`src/rtl/instruction_fetch_unit.sv`:
```
// Instruction fetch stage: owns the PC, drives the instruction-memory address and
// fills the IF/ID register, with stall, redirect/flush, halt and misaligned-target handling.
//
// state   | meaning
// --------+-------------------------------------------------------------
// S_RUN   | fetching; PC advances by 4 each unstalled cycle
// S_HALT  | halt word fetched or PC left memory; a redirect can resume
// S_ERROR | misaligned redirect seen; only reset leaves this state
module instruction_fetch_unit #(
  parameter logic [63:0] RESET_PC  = 64'd0,
  parameter int          MEM_BYTES = 132,
  parameter logic [31:0] NOP_INST  = 32'h00000013,
  parameter logic [31:0] HALT_INST = 32'h00000063
) (
  input  logic        clk,
  input  logic        reset,
  input  logic [31:0] Instruction,
  output logic [63:0] Inst_Address,
  input  logic        stall,
  input  logic        branch_taken,
  input  logic [63:0] branch_target,
  output logic [63:0] IF_ID_PC,
  output logic [31:0] IF_ID_Instruction,
  output logic        IF_ID_valid,
  output logic        halted,
  output logic        misaligned
);

  localparam logic [63:0] LAST_ADDR = 64'(MEM_BYTES - 4);

  typedef enum logic [1:0] {S_RUN, S_HALT, S_ERROR} state_t;

  state_t      state_q, state_d;
  logic [63:0] pc_q, pc_d;
  logic [63:0] ifid_pc_q, ifid_pc_d;
  logic [31:0] ifid_inst_q, ifid_inst_d;
  logic        ifid_valid_q, ifid_valid_d;
  logic        halted_q, halted_d;
  logic        misaligned_q, misaligned_d;
  logic        target_ok;

  assign target_ok = (branch_target[1:0] == 2'b00);

  always_comb begin
    state_d      = state_q;
    pc_d         = pc_q;
    ifid_pc_d    = ifid_pc_q;
    ifid_inst_d  = ifid_inst_q;
    ifid_valid_d = ifid_valid_q;
    misaligned_d = misaligned_q;

    case (state_q)
      S_RUN: begin
        if (branch_taken) begin
          ifid_pc_d    = 64'd0;
          ifid_inst_d  = NOP_INST;
          ifid_valid_d = 1'b0;
          if (target_ok) begin
            pc_d = branch_target;
          end else begin
            misaligned_d = 1'b1;
            state_d      = S_ERROR;
          end
        end else if (stall) begin
          // hold everything
        end else if (pc_q > LAST_ADDR) begin
          // never capture a word read from outside memory
          ifid_pc_d    = 64'd0;
          ifid_inst_d  = NOP_INST;
          ifid_valid_d = 1'b0;
          state_d      = S_HALT;
        end else begin
          ifid_pc_d    = pc_q;
          ifid_inst_d  = Instruction;
          ifid_valid_d = 1'b1;
          if (Instruction == HALT_INST) begin
            state_d = S_HALT;
          end else begin
            pc_d = pc_q + 64'd4;
          end
        end
      end
      S_HALT: begin
        ifid_pc_d    = 64'd0;
        ifid_inst_d  = NOP_INST;
        ifid_valid_d = 1'b0;
        // an older in-flight branch may still override the halt
        if (branch_taken) begin
          if (target_ok) begin
            pc_d    = branch_target;
            state_d = S_RUN;
          end else begin
            misaligned_d = 1'b1;
            state_d      = S_ERROR;
          end
        end
      end
      default: begin
        ifid_pc_d    = 64'd0;
        ifid_inst_d  = NOP_INST;
        ifid_valid_d = 1'b0;
      end
    endcase

    halted_d = (state_d != S_RUN);
  end

  always_ff @(posedge clk) begin
    if (reset) begin
      state_q      <= S_RUN;
      pc_q         <= RESET_PC;
      ifid_pc_q    <= 64'd0;
      ifid_inst_q  <= NOP_INST;
      ifid_valid_q <= 1'b0;
      halted_q     <= 1'b0;
      misaligned_q <= 1'b0;
    end else begin
      state_q      <= state_d;
      pc_q         <= pc_d;
      ifid_pc_q    <= ifid_pc_d;
      ifid_inst_q  <= ifid_inst_d;
      ifid_valid_q <= ifid_valid_d;
      halted_q     <= halted_d;
      misaligned_q <= misaligned_d;
    end
  end

  assign Inst_Address      = pc_q;
  assign IF_ID_PC          = ifid_pc_q;
  assign IF_ID_Instruction = ifid_inst_q;
  assign IF_ID_valid       = ifid_valid_q;
  assign halted            = halted_q;
  assign misaligned        = misaligned_q;

endmodule
```
`config.mk`:
```
export PLATFORM = sky130hd
export DESIGN_NAME = instruction_fetch_unit
export DESIGN_NICKNAME = d
export VERILOG_FILES = /design/src/rtl/instruction_fetch_unit.sv
export SDC_FILE = /design/constraint.sdc
export NUM_CORES = 1
export LEC_CHECK = 0
export ABC_CLOCK_PERIOD_IN_PS = 5980
export CAP_MARGIN = 10
export CORE_ASPECT_RATIO = 0.75
export CORE_MARGIN = 5
export CORE_UTILIZATION = 35
export DETAILED_ROUTE_END_ITERATION = 6
export HOLD_SLACK_MARGIN = 0.02
export PLACE_DENSITY_LB_ADDON = 0.25
export SLEW_MARGIN = 5
export SYNTH_ARGS = -nofsm -noshare
export SYNTH_HDL_FRONTEND = slang
export SYNTH_SLANG_ARGS = --single-unit
```
`constraint.sdc`:
```
create_clock -name clk -period 5.98 [get_ports clk]
set_input_delay 0.598 -clock clk [delete_from_list [all_inputs] [get_ports clk]]
set_output_delay 0.598 -clock clk [all_outputs]
set_load 0.01 [all_outputs]
```
# == Word level (Yosys, flattened, before mapping) ==
# Cells that the tools add are included.
# totals
reg_bits,165
out_inout_bits,163
wordCells,43
input_bits,100
# op_classes
n_eq_ne,6
bitwise_logic,2
n_mux,18
n_reduce_logical,8
magnitude_cmp,1
addsub,1
# op_table
cell,n
2-to-1 mux 64 bit,7
case mux 64 bit (2 select lines),1
adder 64 x 3 -> 64 bit (second input constant),1
> comparator 64 x 8 -> 1 bit (second input constant),1
equality test 32 x 7 -> 1 bit (second input constant),1
2-to-1 mux 32 bit,1
2-to-1 mux 2 bit,7
!= test 3 bit (second input constant),3
AND reduction 5 bit,1
zero test 2 bit,2
case mux 2 bit (2 select lines),1
nonzero test 2 bit,2
AND reduction 3 bit,1
OR reduction 3 bit,1
equality test 2 x 1 -> 1 bit (second input constant),1
!= test 2 bit (second input constant),1
NOT 1 bit,2
OR reduction 2 bit,1
2-to-1 mux 1 bit,1

# == Logic depth before layout (Yosys ltp) ==
# depth
ltp_word,7
ltp_mapped,9
ltp_nobuf,7

# == Worst setup path after synthesis ==
# OpenSTA, ideal clock, no wires.
# synth_path
path_kind,register to register
startpoint,"reg pc_q[2], in the netlist Inst_Address[2]"
endpoint,"reg pc_q[54], in the netlist Inst_Address[54]"
arrival_time_ns,2.252
required_time_ns,5.894
period_less_slack_ns,2.338
path_buffers,0
setup_time_ns,0.086
setup_slack_ns,3.642
path_stages_with_launch,8
cell_sequence,dfxtp_1 > ha_1 > nand4_2 > a2111oi_4 > nand3_2 > nand2b_4 > or4_1 > a211oi_1
# synth_via
elab_chain_cells,6
word_cells_on_any_way,9
cone_classes,1 x add/sub; 1 x order compare; 1 x eq/ne; 5 x mux; 1 x reduce/logical
# synth_lines
element,line,text
"start, declared",34,"logic [63:0] pc_q, pc_d;"
"start signal, assigned",119,pc_q <= pc_d;
adder 64 x 3 -> 64 bit,79,pc_d = pc_q + 64'd4;
2-to-1 mux 64 bit,76,if (Instruction == HALT_INST) begin
2-to-1 mux 64 bit,66,end else if (pc_q > LAST_ADDR) begin
2-to-1 mux 64 bit,64,end else if (stall) begin
2-to-1 mux 64 bit,54,if (branch_taken) begin
case mux 64 bit (2 select lines),52,case (state_q)
# Several ways; a longest one is shown, not always the timed one. The select of a mux whose other input is x is not followed.
# A chain may end at the register's enable or synchronous reset.

# == Worst setup path after layout ==
# layout_path
startpoint,"reg pc_q[8], in the netlist Inst_Address[8]"
endpoint,"reg pc_q[2], in the netlist Inst_Address[2]"
# layout_via
elab_chain_cells,3
# layout_lines
element,line
> comparator 64 x 8 -> 1 bit,66
!= test 3 bit (no line),-
AND reduction 5 bit (no line),-
# Every way passes these cells.

==> results.json <==
{
  "syn-cell-area_sq_um": 7100,
  "finalSetupViolations": 0,
  "switching_share_pct": 29.0,
  "drc_errors": 0,
  "place_ws_ps": 2800,
  "synthCells": 840,
  "async_flop_share_pct": 0,
  "utilization_pct": 51.7,
  "ant_nets": 0,
  "cts_made_buffers": 17,
  "hold_buffers": 0,
  "synth_fa_ha_area_share_pct": 0.352,
  "core_sq_um": 20100,
  "clkPwrFrac_pct": 42.7,
  "timing.final.crit_share_pct": 55.0,
  "synth-compound-area-share_pct": 16.3,
  "grt_pass1_vias": 6686,
  "root_buffer": "clkbuf_16",
  "fin_tns_setup_ps": 0,
  "required_ps": 6310,
  "pwr-share-comb_pct": 12.4,
  "drt-pass1-iter-count": 5,
  "avgSynthCellArea_sq_um": 8.45,
  "cts_sinks": 165,
  "grt_use_met1_pct": 29.6,
  "setup_slack_ps": 2690,
  "synth-warning-count": 0,
  "finalNonFillerCells": 1331,
  "path_max_fanout": 62,
  "grtUsageTotal_pct": 20.6,
  "hold_path_depth": 2,
  "clk_pin_slew_ps": 70,
  "drv_cap": 0,
  "synth_top_cell_area_share_pct": 46.5,
  "rsz0062_at_grt": "no",
  "die_h_um": 133,
  "clk_latency_ps": 440,
  "h-tree-depth": 4,
  "slew_violations": 0,
  "synth_edf_count": 0,
  "io_buffers": 262,
  "antenna_found_initial": 0,
  "synth_top_family_by_area": "simple AND/OR/NAND/NOR gates",
  "cts_resized": 0,
  "initial_core_util_pct": 35.3,
  "holdCritStartpoint": "IF_ID_PC[1]$_SDFFE_PP0N_",
  "diodes": 0,
  "critPathCaptureType": "flop",
  "synth_top_area_cell": "dfxtp_1",
  "ys.flop_type": "dfxtp_1",
  "fin_skew_ps": 15.5,
  "hold_end": "IF_ID_PC[1]$_SDFFE_PP0N_",
  "syn_nets": 942,
  "nFillCells": 1903,
  "worstPathArrival_ps": 3620,
  "drt-initial-drc-count": 571,
  "regArea_sq_um": 3300,
  "grt_busiest_layer": "met2",
  "yosys-top-cells-count": "dfxtp_1 (165), nand2_1 (125), and3_1 (60)",
  "synth-seq-area-share_pct": 46.5,
  "cts_setup_buffers": 0,
  "syn_to_final_growth_pct": 46.5,
  "grt_max_degree": 116,
  "rows": 45,
  "yosysUniqueCellTypes": 56,
  "die-area_sq_um": 23300,
  "dpl.hpwl_mm": 17.2,
  "crit_path_start_kind": "flop",
  "multi_input_area_sq_um": 3410,
  "max_freq_mhz": 304,
  "ir_drop_mv": 0.169,
  "synth_xor_area_share_pct": 0,
  "p_leak_nw": 3.68,
  "dpl_cell_area_sq_um": 9780,
  "use_met2_pct": 29.8,
  "synth_area_leaders": "dfxtp_1 (47%), nand2_1 (6.6%), and3_1 (5.3%), a211oi_1 (4.8%), nand3b_1 (4.3%)",
  "ys_seq_elements": 165,
  "synth-simple-area-share_pct": 30.6,
  "ff2ff_path_depth": 7,
  "vias_per_cell": 5.37,
  "grt_remaining_overflow": 0,
  "period_needed_ps": 3290,
  "status": "finished, final reports clean",
  "fin_nets": 1162,
  "path_class": "reg -> reg",
  "timing.rr.start": "Inst_Address[8]$_SDFFE_PP0P_",
  "p_int_w": 0.00186,
  "die_x_um": 174,
  "p_per_area_nw_per_um2": 252,
  "num_vias": 7147,
  "routedWlPerCell_um": 18.5,
  "design_area_sq_um": 10400,
  "r2r_setup_slack_ps": 2690,
  "reg2reg_to": "Inst_Address[2]$_SDFFE_PP0P_",
  "worst_pin_slew_ps": 1010,
  "final_layout_size_suffix_gt1_share_pct": 6.06,
  "wl_mm": 24.6,
  "gr-usage-met3_pct": 7.09,
  "clock_path_buffers": 2,
  "grt_pass1_wl_mm": 38.8,
  "place.gp.congestion": 0.873,
  "p_switching_w": 0.000759,
  "synth_mux_area_share_pct": 0.564,
  "seqPwrFrac_pct": 44.9,
  "synth.most_common_cell": "dfxtp_1",
  "relSlewSlack_pct": 32.9,
  "placed_cells": 1299,
  "num_io_pins": 263,
  "cts_tree": "done",
  "finalHoldViolations": 0,
  "min_path_type": "reg -> reg"
}
[worst max-delay path by stage]
stage	startpoint	endpoint	slack, ps	cells after the start
global placement	Inst_Address[8]$_SDFFE_PP0P_	Inst_Address[2]$_SDFFE_PP0P_	2870	7
detailed placement	Inst_Address[8]$_SDFFE_PP0P_	Inst_Address[2]$_SDFFE_PP0P_	2800	7
global route	Inst_Address[8]$_SDFFE_PP0P_	Inst_Address[2]$_SDFFE_PP0P_	2380	7
finish	Inst_Address[8]$_SDFFE_PP0P_	Inst_Address[2]$_SDFFE_PP0P_	2690	7
CTS	Inst_Address[8]$_SDFFE_PP0P_	Inst_Address[2]$_SDFFE_PP0P_	2790	7
floorplan	Inst_Address[2]$_SDFFE_PP0P_	Inst_Address[54]$_SDFFE_PP0P_	3640	7
[power groups by stage]
stage	Sequential, W	Clock [W]	Combinational [W]
after detailed placement	0.00120	0	0.000324
after global placement	0.00120	0	0.000322
after global routing	0.00118	0.00120	0.000355
after CTS	0.00118	0.00114	0.000326
after floorplan	0.00120	0	0.000151
final	0.00118	0.00112	0.000325
[cell type report]
cell class | instances | area share [%]
Clock inverter | 15 | 1.91
Tap cell | 258 | 3.10
Inverter | 15 | 0.541
Clock buffer | 17 | 4.09
Timing Repair Buffer | 271 | 25.8
Sequential cell | 165 | 31.8
Multi-Input combinational cell | 590 | 32.8
[registers in the layout (all words and copies together) (netlist names)]
name,count
IF_ID_PC,64
misaligned,1
halted,1
Inst_Address,64
state_q,2
IF_ID_Instruction,32
IF_ID_valid,1
[stage by stage]
step / hold slack, ps / power (W)
finish: 459 / 0.00262
global placement: 448 / 0.00152
CTS: 463 / 0.00264
detailed placement: 452 / 0.00153
floorplan: 486 / 0.00135
global route: 479 / 0.00273
[worst max-delay path, stage by stage (launching register included)]
cell	delay [ps]
dfxtp_1	370
nor4_1	750
nand4_1	410
nor4_1	440
a31o_2	220
buf_4	540
a21oi_1	140
a311oi_1	300
[cell families (layout without fill, tap and decap cells)]
| kind of cell | count (synthesis) | count (layout) |
|---|---|---|
| compound gates | 178 | 178 |
| mux | 4 | 4 |
| flops | 165 | 165 |
| buf+inv | 85 | 318 |
| simple gates | 406 | 406 |
| fa+ha+maj | 2 | 2 |
[placed cells by master (no fill, tap or decap), types with 32 or more instances in the layout]
| cell type | netlist | final |
|---|---|---|
| clkdlybuf4s50_1 | 0 | 260 |
| dfxtp_1 | 165 | 165 |
| nand2_1 | 125 | 125 |
| and3_1 | 60 | 60 |
| a21oi_1 | 58 | 58 |
| nor2_1 | 57 | 55 |
| a211oi_1 | 45 | 45 |
| nand3b_1 | 41 | 41 |
| nand3_1 | 37 | 37 |
| o21ai_0 | 32 | 32 |
[routing by layer]
layer,share of wire (%),vias to the layer above
li1,-,3481
met1,47,3351
met2,43,294
met3,9.2,21
met4,1.1,0
met5,0,-
Note: power is estimated with default switching activity, not from simulation.
